[src/rtl/lc3b_types.sv]
// Shared LC-3b cache types: tag width and the cache controller state encoding.
package lc3b_types;

  typedef logic [8:0] cache_tag;

  typedef enum logic [1:0] {
    CHECK     = 2'd0,
    WRITEBACK = 2'd1,
    ALLOCATE  = 2'd2
  } cache_state;

endpackage

[src/rtl/cache_control.sv]
// Two-way write-back cache controller: hit handling, victim writeback and line fill.
import lc3b_types::*;

module cache_control (
  input  logic clk,
  input  logic reset,
  input  logic mem_read,
  input  logic mem_write,
  input  logic hit0,
  input  logic hit1,
  input  logic dirty0,
  input  logic dirty1,
  input  logic lru_out,
  input  logic pmem_resp,
  output logic mem_resp,
  output logic pmem_read,
  output logic pmem_write,
  output logic load_data0,
  output logic load_data1,
  output logic load_tag0,
  output logic load_tag1,
  output logic load_valid0,
  output logic load_valid1,
  output logic load_dirty0,
  output logic load_dirty1,
  output logic dirty_in,
  output logic load_lru,
  output logic lru_in,
  output logic data_sel,
  output logic pmem_addr_sel
);

  cache_state state;
  cache_state next_state;
  logic       request;
  logic       victim_dirty;

  assign request      = mem_read | mem_write;
  assign victim_dirty = lru_out ? dirty1 : dirty0;

  // State register; reset returns to CHECK immediately, discarding any miss in progress.
  always_ff @(posedge clk or posedge reset) begin
    if (reset) begin
      state <= CHECK;
    end else begin
      state <= next_state;
    end
  end

  // Next-state and output decode; outputs are forced low while reset is held.
  always_comb begin
    next_state    = state;
    mem_resp      = 1'b0;
    pmem_read     = 1'b0;
    pmem_write    = 1'b0;
    load_data0    = 1'b0;
    load_data1    = 1'b0;
    load_tag0     = 1'b0;
    load_tag1     = 1'b0;
    load_valid0   = 1'b0;
    load_valid1   = 1'b0;
    load_dirty0   = 1'b0;
    load_dirty1   = 1'b0;
    dirty_in      = 1'b0;
    load_lru      = 1'b0;
    lru_in        = 1'b0;
    data_sel      = 1'b0;
    pmem_addr_sel = 1'b0;

    if (reset) begin
      next_state = CHECK;
    end else begin
      case (state)
        CHECK: begin
          if (request && (hit0 || hit1)) begin
            mem_resp = 1'b1;
            load_lru = 1'b1;
            lru_in   = hit0 ? 1'b1 : 1'b0;
            // A write (including read+write) merges CPU data and marks the line dirty.
            if (mem_write) begin
              dirty_in    = 1'b1;
              data_sel    = 1'b0;
              load_data0  = hit0;
              load_dirty0 = hit0;
              load_data1  = ~hit0;
              load_dirty1 = ~hit0;
            end else begin
              dirty_in = 1'b0;
            end
          end else if (request) begin
            next_state = victim_dirty ? WRITEBACK : ALLOCATE;
          end else begin
            next_state = CHECK;
          end
        end
        WRITEBACK: begin
          pmem_write    = 1'b1;
          pmem_addr_sel = 1'b1;
          if (pmem_resp) begin
            next_state = ALLOCATE;
          end else begin
            next_state = WRITEBACK;
          end
        end
        ALLOCATE: begin
          pmem_read = 1'b1;
          if (pmem_resp) begin
            data_sel    = 1'b1;
            dirty_in    = 1'b0;
            load_data0  = ~lru_out;
            load_tag0   = ~lru_out;
            load_valid0 = ~lru_out;
            load_dirty0 = ~lru_out;
            load_data1  = lru_out;
            load_tag1   = lru_out;
            load_valid1 = lru_out;
            load_dirty1 = lru_out;
            next_state  = CHECK;
          end else begin
            next_state = ALLOCATE;
          end
        end
        default: begin
          next_state = CHECK;
        end
      endcase
    end
  end

endmodule

[config.mk]
export PLATFORM = sky130hd
export DESIGN_NAME = cache_control
export DESIGN_NICKNAME = d
export VERILOG_FILES = /design/src/rtl/lc3b_types.sv /design/src/rtl/cache_control.sv
export SDC_FILE = /design/constraint.sdc
export NUM_CORES = 1
export LEC_CHECK = 0
export BUFFER_PORTS_ARGS = -buffer_cell sky130_fd_sc_hd__buf_2
export CORE_AREA = 4 4 41 43
export DETAILED_ROUTE_END_ITERATION = 10
export DIE_AREA = 0 0 45 47
export GPL_ROUTABILITY_DRIVEN = 1
export PLACE_DENSITY = 0.55
export SYNTH_ARGS = -nofsm -noshare
export SYNTH_HDL_FRONTEND = slang
export SYNTH_SLANG_ARGS = --single-unit
export TNS_END_PERCENT = 20
[constraint.sdc]
create_clock -name clk -period 1.9 [get_ports clk]
set_input_delay 0.19 -clock clk [delete_from_list [all_inputs] [get_ports clk]]
set_output_delay 0.19 -clock clk [all_outputs]
set_load 0.005 [all_outputs]
==> impl_metrics.yaml, run 1 <==
timing:
  fin_setup_tns_ns: 0
  worst_pin_slew_ns: 0.369
  max_freq_mhz: 577
  rsz0062_at_grt: "false"
  period_minus_slack_ns: 1.73
  finalHoldViolCount: 0
  finalClockSkew_ns: 0.00370
  setup_viol: 0
  maxSlewHeadroom_pct: 75.4
  fin_crit_sh_pct: 91.3
  slew_viol_final: 0
setup_path:
  critPathSlowestCell: "dlygate4sd3_1"
  critical_path_required_ns: 1.71
  reg2reg_from: "state[1]$_DFFE_PP0P_"
  crit_top_cell: "buf_2"
  crit_family: "buffers and inverters"
  crit_path_start: "reset"
  critical_path_arrival_ns: 1.54
  worst-path-buf-inv: 3
  cp-start-kind: "primary input"
  critical_path_class: "primary input to primary output"
  critPathMaxStageDelay_ns: 0.53
  path_cells: "dlygate4sd3_1 > buf_2 > nor4_2 > and2_1 > buf_2"
  path_max_fanout: 8
  critPathCaptureType: "primary output"
cells_and_area:
  regMostFlops: "state"
  area_delta_synth_final_pct: 39.4
  reg_top3: "state x2"
  fin_nets: 72
  largest_register_ffs: 2
  diodes: 0
  drive_gt1_share_pct: 58.3
place:
  dp_hpwl_um: 722
  gp_congestion: 0.732
  numPortBuffers: 25
global_routing:
  gr-usage-met1_pct: 9.95
  grt_usage_pct: 8.60
  grt_use_met3_pct: 1.15
  grt_pass1_wl_um: 1310
  overflow: 0
  grt_max_degree: 11
  use_met2_pct: 14.1
  grt_pass1_vias: 321
  antenna_found_initial: 0
  busiest_layer: "met2"
drt:
  dr_total_vias: 344
  ant_nets: 0
  drt_pass1_iterations: 2
  post_drt_wl_per_cell_um: 11.6
  via_per_inst: 4.59
  routed_wl_um: 868
  drc_errors: 0
  drtIter0Drc: 2
clocking:
  cts_tree: "yes"
  h-tree-depth: 1
  cts_resized: 0
  insertion_delay_ns: 0.22
  ctsRootBufferMaster: "clkbuf_4"
  cts_made_buffers: 3
  cts.sinks: 2
  clock_path_buffers: 2
  clk_pin_slew_worst_paths_ns: 0.03
synthesis:
  ys_seq_elements: 2
  synth_cells: 39
  avgSynthCellArea_um2: 7.99
  synth.distinct_cells: 24
  netlist_area_um2: 312
  ys_seq_area_share_pct: 16.1
  yosys_warnings: 0
  syn-num-nets: 49
floorplanning:
  pin_count: 26
  core_um2: 1300
  num_rows: 13
  die_y_um: 47
  die_x_um: 45
  dieArea_um2: 2120
  start_util_pct: 23.9
status:
  status: "finished, final reports clean"
power_and_ir_drop:
  ir_worst_vdd_v: 0.000267
  power_density_nw_per_um2: 541
  p_total_w: 0.000235
  power.leakage_nw: 0.240
min_path:
  hp-class: "primary input to flop"
  min_from: "pmem_resp"
job:
  max_cap_viol_count: 0
==> per-layer routing <==
layer  share of wire [%]  wire [µm]
met1                  39        336
met2                  51        442
met3                  10         88
met4                   0          0
met5                   0          0
==> cell usage in the layout (no fill, tap or decap), drive strengths merged, types with 2 or more instances in the layout <==
| cell | instances |
|---|---|
| nor3b | 2 |
| dfrtp | 2 |
| nor3 | 3 |
| buf | 25 |
| nor4 | 2 |
| nand2 | 2 |
| inv | 2 |
| or2 | 2 |
| nor2 | 3 |
| and2 | 5 |
| clkbuf | 3 |
==> layout make-up <==
cell class / instances / area, µm²
fill: 153 / 867
multi-input combinational: 27 / 200
tap: 15 / 18.8
sequential: 2 / 50.0
clock buffer: 3 / 22.5
inverter: 2 / 7.51
timing repair buffer: 26 / 135
==> report_power, final <==
group          internal [W]  switching (W)
Combinational     0.0000463      0.0000424
Clock             0.0000694      0.0000209
Sequential        0.0000466     0.00000900
Total              0.000162      0.0000724
==> worst reg2reg max path: stages (launching register included) <==
cell       delay (ns)
dfrtp_1          0.44
o21bai_1         0.26
a2bb2oi_2        0.19
a2111oi_2        0.35
==> timing repair <==
| item | in CTS | in global routing |
|---|---|---|
| hold buffers | 1 | 0 |
| hold endpoints to repair | 2 | 0 |
| buffers inserted | 0 | 0 |
==> kinds of logic after synthesis <==
group,after synthesis,share of synthesized area (%)
simple gates,20,40.2
buf+inv,10,19.7
compound gates,6,19.3
flops,2,16.1
mux,1,4.82
==> cells in the mapped netlist <==
master     instances  area share [%]
a2111oi_2          1             4.8
a2bb2oi_2          1             4.8
a31oi_1            1             2.0
a32o_1             1             3.2
and2_1             5              10
buf_2              1             1.6
buf_4              6              14
clkbuf_1           1             1.2
dfrtp_1            2              16
inv_1              2             2.4
mux2_4             1             4.8
nand2_1            1             1.2
nand2_2            1             2.0
nor2_1             3             3.6
nor2b_1            1             2.0
nor3_1             2             3.2
nor3_2             1             3.2
nor3b_1            2             4.8
nor4_1             1             2.0
nor4_2             1             4.0
o21bai_1           1             2.4
o22ai_1            1             2.0
or2_1              1             2.0
or2_2              1             2.0
==> metrics by stage <==
| stage | setup WS [ns] | utilization (%) | cell area [µm²] | hold WS (ns) | cells |
|---|---|---|---|---|---|
| after global placement | 0.439 | 30.9 | 402 | 0.122 | 71 |
| after CTS | 0.158 | 33.4 | 434 | 0.277 | 75 |
| after floorplan | 0.479 | - | 312 | 0.134 | 39 |
| final | 0.166 | 33.4 | 434 | 0.280 | 75 |
| after detailed placement | 0.392 | 30.9 | 402 | 0.133 | 71 |
| after global routing | 0.0555 | 33.4 | 434 | 0.279 | 75 |
==> path summary, 6_finish.rpt <==
check                                            end  slack, ns  cells past startpoint
worst min-delay path            state[1]$_DFFE_PP0P_       0.28                      3
max in group asynchronous       state[1]$_DFFE_PP0P_       1.33                      3
min in group asynchronous       state[0]$_DFFE_PP0P_       0.46                      3
worst max-delay path                        dirty_in       0.17                      5
worst min register to register  state[1]$_DFFE_PP0P_       0.72                      1
worst max register to register  state[1]$_DFFE_PP0P_       0.53                      3
Note: power is estimated with default switching activity, not from simulation.
==> run 2, diff against run 1 <==
ABC_AREA = 1   (was not set)
PLACE_DENSITY = 0.56   (was 0.55)
SLEW_MARGIN = 20   (was not set)
==> run 2 against run 1 <==
Against the previous run: via count is 13% higher; fmax grew 6.1%; combinational power is 2% higher; cell count grew 23%; register-to-register slack better by 0.40 ns; non-clock buffer count is the same; synthesized cell count grew 38%; critical path type unchanged.
==> impl_metrics.yaml, run 2 <==
synthesis:
  post-synth-top-area-cell: "dfrtp_1"
  yosys_most_used_dff: "dfrtp_1"
  syn-num-nets: 64
  synthTopCellsByArea: "dfrtp_1 (16%), buf_4 (14%), nor2_1 (11%)"
  async_flop_share_pct: 100
  yosysMostFrequentCell: "nor2_1"
  yosys-top-cells-count: "nor2_1 (9), nand2_1 (8), inv_1 (7), buf_4 (6), inv_2 (5)"
  synth_edf_count: 0
  netlist_area_um2: 319
  synth_cells: 54
  ys_seq_elements: 2
  ys_seq_area_share_pct: 15.7
  synth.distinct_cells: 17
  yosys_warnings: 0
  avgSynthCellArea_um2: 5.91
  synth_top_area_share_pct: 15.7
setup_path:
  endpoint: "load_dirty1"
  r2r-end: "state[0]$_DFFE_PP0P_"
  crit_path_start: "reset"
  critPathCaptureType: "primary output"
  cp-start-kind: "primary input"
  r2r_cells: 4
  critical_path_required_ns: 1.71
  path_max_fanout: 5
  critical_path_arrival_ns: 1.44
  regToRegSetupSlack_ns: 0.93
  critical_path_class: "primary input to primary output"
  reg2reg_from: "state[0]$_DFFE_PP0P_"
timing:
  slew_viol_final: 0
  worst_pin_slew_ns: 0.223
  layout_setup_ws_ns: 0.267
  maxSlewHeadroom_pct: 85.0
  rsz0062_at_grt: "false"
  period_minus_slack_ns: 1.63
  finalHoldViolCount: 0
  max_freq_mhz: 612
  fin_setup_tns_ns: 0
  finalClockSkew_ns: 0.00332
  setup_viol: 0
  fin_crit_sh_pct: 86.0
drt:
  routed_wl_um: 827
  via_per_inst: 4.21
  drc_errors: 0
  ant_nets: 0
  drt_pass1_iterations: 2
  post_drt_wl_per_cell_um: 8.99
  dr_total_vias: 387
  drtIter0Drc: 5
floorplanning:
  die_y_um: 47
  num_rows: 13
  core_um2: 1300
  dieArea_um2: 2120
  pin_count: 26
  start_util_pct: 24.5
  die_x_um: 45
place:
  preCtsSetupSlack_ns: 0.713
  gp_congestion: 0.778
  dpl.cell_count: 88
  dp_hpwl_um: 729
  placed_area_um2: 418
  numPortBuffers: 25
power_and_ir_drop:
  switching_share_pct: 33.7
  power.leakage_nw: 0.307
  seq_power_share_pct: 21.8
  p_sw_w: 0.0000788
  ir_worst_vdd_v: 0.000216
  pwr-share-clk_pct: 39.6
  power_frac_comb_pct: 38.6
  p_int_w: 0.000155
  power_density_nw_per_um2: 518
cells_and_area:
  reg_top3: "state x2"
  largest_register_ffs: 2
  fin_nets: 89
  drive_gt1_share_pct: 53.2
  fillers: 166
  multi_input_area_um2: 179
  regMostFlops: "state"
  mostFrequentLayoutCell: "buf_2"
  finalNonFillerCells: 92
  area_delta_synth_final_pct: 41.2
  layout_common_cells: "buf_2 (25), nor2_1 (9), nand2_1 (8)"
  utilization_pct: 34.6
  fin_area_um2: 450
  regArea_um2: 50.0
  diodes: 0
status:
  status: "finished, final reports clean"
global_routing:
  grt_pass1_vias: 324
  grt_pass1_wl_um: 1230
  antenna_found_initial: 0
  overflow: 0
  grt_usage_pct: 8.28
  grt_max_degree: 6
clocking:
  cts_resized: 0
  cts_tree: "yes"
  clock_path_buffers: 2
  cts.sinks: 2
  cts_made_buffers: 3
  ctsRootBufferMaster: "clkbuf_4"
  insertion_delay_ns: 0.22
  h-tree-depth: 1
  clk_pin_slew_worst_paths_ns: 0.03
  cts_setup_buffers: 0
min_path:
  min_from: "pmem_resp"
  hp-class: "primary input to flop"
job:
  max_cap_viol_count: 0
==> run 2: cell types whose count changed in the layout (fill, tap and decap cells not counted), moves of 2 or more <==
cell / before / now
inv_1: 2 / 7
and2_1: 5 / 0
nand3_2: 0 / 2
nand3_1: 0 / 3
nand2_1: 1 / 8
nor3b_1: 2 / 0
inv_2: 0 / 5
nor2_1: 3 / 9
nand2_2: 1 / 3
==> run 2: per-layer routing <==
metal  share of wire (%)  global-route usage [%]  up-vias
met1                  39                    8.60      167
met2                  51                    13.0       12
met4                   0                    3.51        0
li1                    -                       -      208
met5                   0                       0        -
met3                  10                    5.75        0
==> run 2: layout make-up <==
cell class | count | area share (%)
multi-input combinational | 34 | 39.7
clock buffer | 3 | 5.00
inverter | 12 | 10.0
timing repair buffer | 26 | 30.0
sequential | 2 | 11.1
tap | 15 | 4.17
==> run 2: how the worst min path moves through the flow <==
stage                                 endpoint  slack (ns)  cells after the start
after floorplan           state[0]$_DFFE_PP0P_       -0.06                      1
after global placement    state[1]$_DFFE_PP0P_        0.09                      2
after detailed placement  state[1]$_DFFE_PP0P_         0.1                      2
after CTS                 state[0]$_DFFE_PP0P_        0.29                      3
after global routing      state[0]$_DFFE_PP0P_        0.31                      3
final                     state[0]$_DFFE_PP0P_        0.30                      3
==> run 2: critical path, cell delays in order <==
cell	delay [ns]
dlygate4sd3_1	0.53
buf_2	0.15
nor2_2	0.16
nand2_2	0.10
o22ai_1	0.17
buf_2	0.14
==> run 2: cells by family (layout without fill, tap and decap cells) <==
kind of cell | after synthesis | in the layout | share of synthesized area, %
compound gates | 3 | 3 | 6.27
simple gates | 31 | 31 | 49.8
flops | 2 | 2 | 15.7
buf+inv | 18 | 41 | 28.2
==> run 2: timing repair <==
action	4_1_cts	5_1_grt
hold buffers	1	0
hold endpoints to repair	2	0
endpoints found under the setup margin	0	0
==> run 2: power by group through the flow <==
stage | Sequential [W] | Clock [W] | Combinational (W)
CTS | 0.0000510 | 0.0000980 | 0.0000917
detailed placement | 0.0000514 | 0 | 0.0000897
finish | 0.0000510 | 0.0000924 | 0.0000901
floorplan | 0.0000507 | 0 | 0.0000625
global route | 0.0000516 | 0.000101 | 0.000104
global placement | 0.0000512 | 0 | 0.0000899
==> run 2: per-stage QoR <==
stage | hold WS, ns | power (W)
floorplan | -0.0616 | 0.000113
global route | 0.311 | 0.000256
global placement | 0.0940 | 0.000141
CTS | 0.291 | 0.000241
detailed placement | 0.0984 | 0.000141
finish | 0.299 | 0.000234
==> run 3, diff against run 2 <==
MAX_ROUTING_LAYER = met4   (was not set)
==> run 3 against run 2 <==
Against the previous run: sequential power hardly changed; cell area unchanged; worst setup slack unchanged; hold slack worse by 0.00078 ns; critical path type unchanged; critical endpoint unchanged; largest power group unchanged.
==> impl_metrics.yaml, run 3 (synthesis results as in run 2) <==
status:
  status: "finished, final reports clean"
drt:
  routed_wl_um: 830
  dr_total_vias: 385
  drt_pass1_iterations: 2
  drc_errors: 0
  ant_nets: 0
  post_drt_wl_per_cell_um: 9.02
  wl_met1_um: 332
  met2WireLength_um: 420
  top_layer: "met3"
  via_per_inst: 4.18
  dr_wl_met3_um: 77
  drtIter0Drc: 5
setup_path:
  critical_path_class: "primary input to primary output"
  critical_path_required_ns: 1.71
  critical_path_arrival_ns: 1.44
  cp-start-kind: "primary input"
  path_max_fanout: 5
  critPathCaptureType: "primary output"
timing:
  maxSlewHeadroom_pct: 85.0
  worst_pin_slew_ns: 0.223
  slew_viol_final: 0
  finalClockSkew_ns: 0.00302
  period_minus_slack_ns: 1.63
  fin_crit_sh_pct: 86.0
  finalHoldViolCount: 0
  fin_setup_tns_ns: 0
  layout_setup_ws_ns: 0.267
  max_freq_mhz: 612
  rsz0062_at_grt: "false"
  setup_viol: 0
cells_and_area:
  regArea_um2: 50.0
  regMostFlops: "state"
  layout_common_cells: "buf_2 (25), nor2_1 (9), nand2_1 (8)"
  fin_nets: 89
  fillers: 166
  drive_gt1_share_pct: 53.2
  mostFrequentLayoutCell: "buf_2"
  area_delta_synth_final_pct: 41.2
  reg_top3: "state x2"
  largest_register_ffs: 2
  diodes: 0
  multi_input_area_um2: 179
job:
  max_cap_viol_count: 0
power_and_ir_drop:
  seq_power_share_pct: 21.8
  power.leakage_nw: 0.307
  power_frac_comb_pct: 38.6
  switching_share_pct: 33.8
  power_density_nw_per_um2: 519
  p_int_w: 0.000155
  pwr-share-clk_pct: 39.6
  p_sw_w: 0.0000791
  ir_worst_vdd_v: 0.000216
  p_total_w: 0.000234
floorplanning:
  dieArea_um2: 2120
  num_rows: 13
  die_x_um: 45
  pin_count: 26
  core_um2: 1300
  start_util_pct: 24.5
  die_y_um: 47
global_routing:
  grt_usage_pct: 8.55
  grt_max_degree: 6
  grt_pass1_vias: 327
  overflow: 0
  antenna_found_initial: 0
  grt_pass1_wl_um: 1230
clocking:
  cts_made_buffers: 3
  clk_pin_slew_worst_paths_ns: 0.03
  cts_tree: "yes"
  clock_path_buffers: 2
  cts.sinks: 2
  cts_setup_buffers: 0
  insertion_delay_ns: 0.22
  postCtsHoldBufs: 1
  h-tree-depth: 1
  cts_resized: 0
  ctsRootBufferMaster: "clkbuf_4"
place:
  dp_hpwl_um: 729
  preCtsSetupSlack_ns: 0.713
  numPortBuffers: 25
  gp_congestion: 0.789
min_path:
  hp-class: "primary input to flop"
==> run 3: power by group through the flow <==
stage | registers (W) | clock network, W | logic [W]
floorplan | 0.0000507 | 0 | 0.0000625
global placement | 0.0000512 | 0 | 0.0000899
detailed placement | 0.0000514 | 0 | 0.0000897
CTS | 0.0000510 | 0.0000980 | 0.0000917
global route | 0.0000516 | 0.000101 | 0.000104
finish | 0.0000510 | 0.0000927 | 0.0000902
==> run 3: worst paths after layout <==
check / startpoint / endpoint / slack, ns / cells past startpoint
hold / removal: pmem_resp / state[0]$_DFFE_PP0P_ / 0.30 / 3
setup / recovery: reset / load_dirty1 / 0.27 / 6
max in group asynchronous: reset / state[0]$_DFFE_PP0P_ / 1.36 / 3
hold reg to reg: state[0]$_DFFE_PP0P_ / state[0]$_DFFE_PP0P_ / 0.66 / 2
min in group asynchronous: reset / state[1]$_DFFE_PP0P_ / 0.42 / 3
setup reg to reg: state[0]$_DFFE_PP0P_ / state[0]$_DFFE_PP0P_ / 0.93 / 4
==> run 3: critical path, cell delays in order <==
cell	delay, ns
dlygate4sd3_1	0.53
buf_2	0.15
nor2_2	0.16
nand2_2	0.10
o22ai_1	0.17
buf_2	0.14
==> run 3: layer usage <==
metal	up-vias	global-route usage, %
met5	-	-
met4	0	3.51
met3	0	5.36
met2	10	13.0
met1	167	8.82
li1	208	-
==> run 3: final cells by class <==
type / count / share of cell area [%]
multi-input combinational: 34 / 39.7
timing repair buffer: 26 / 30.0
sequential: 2 / 11.1
inverter: 12 / 10.0
clock buffer: 3 / 5.00
tap: 15 / 4.17
==> run 3: through the flow <==
step	instances	hold WS (ns)	cell area, µm²	utilization (%)
floorplan	54	-0.0616	319	-
global placement	88	0.0940	418	32.1
detailed placement	88	0.0984	418	32.1
CTS	92	0.291	450	34.6
finish	92	0.298	450	34.6
global route	92	0.311	450	34.6
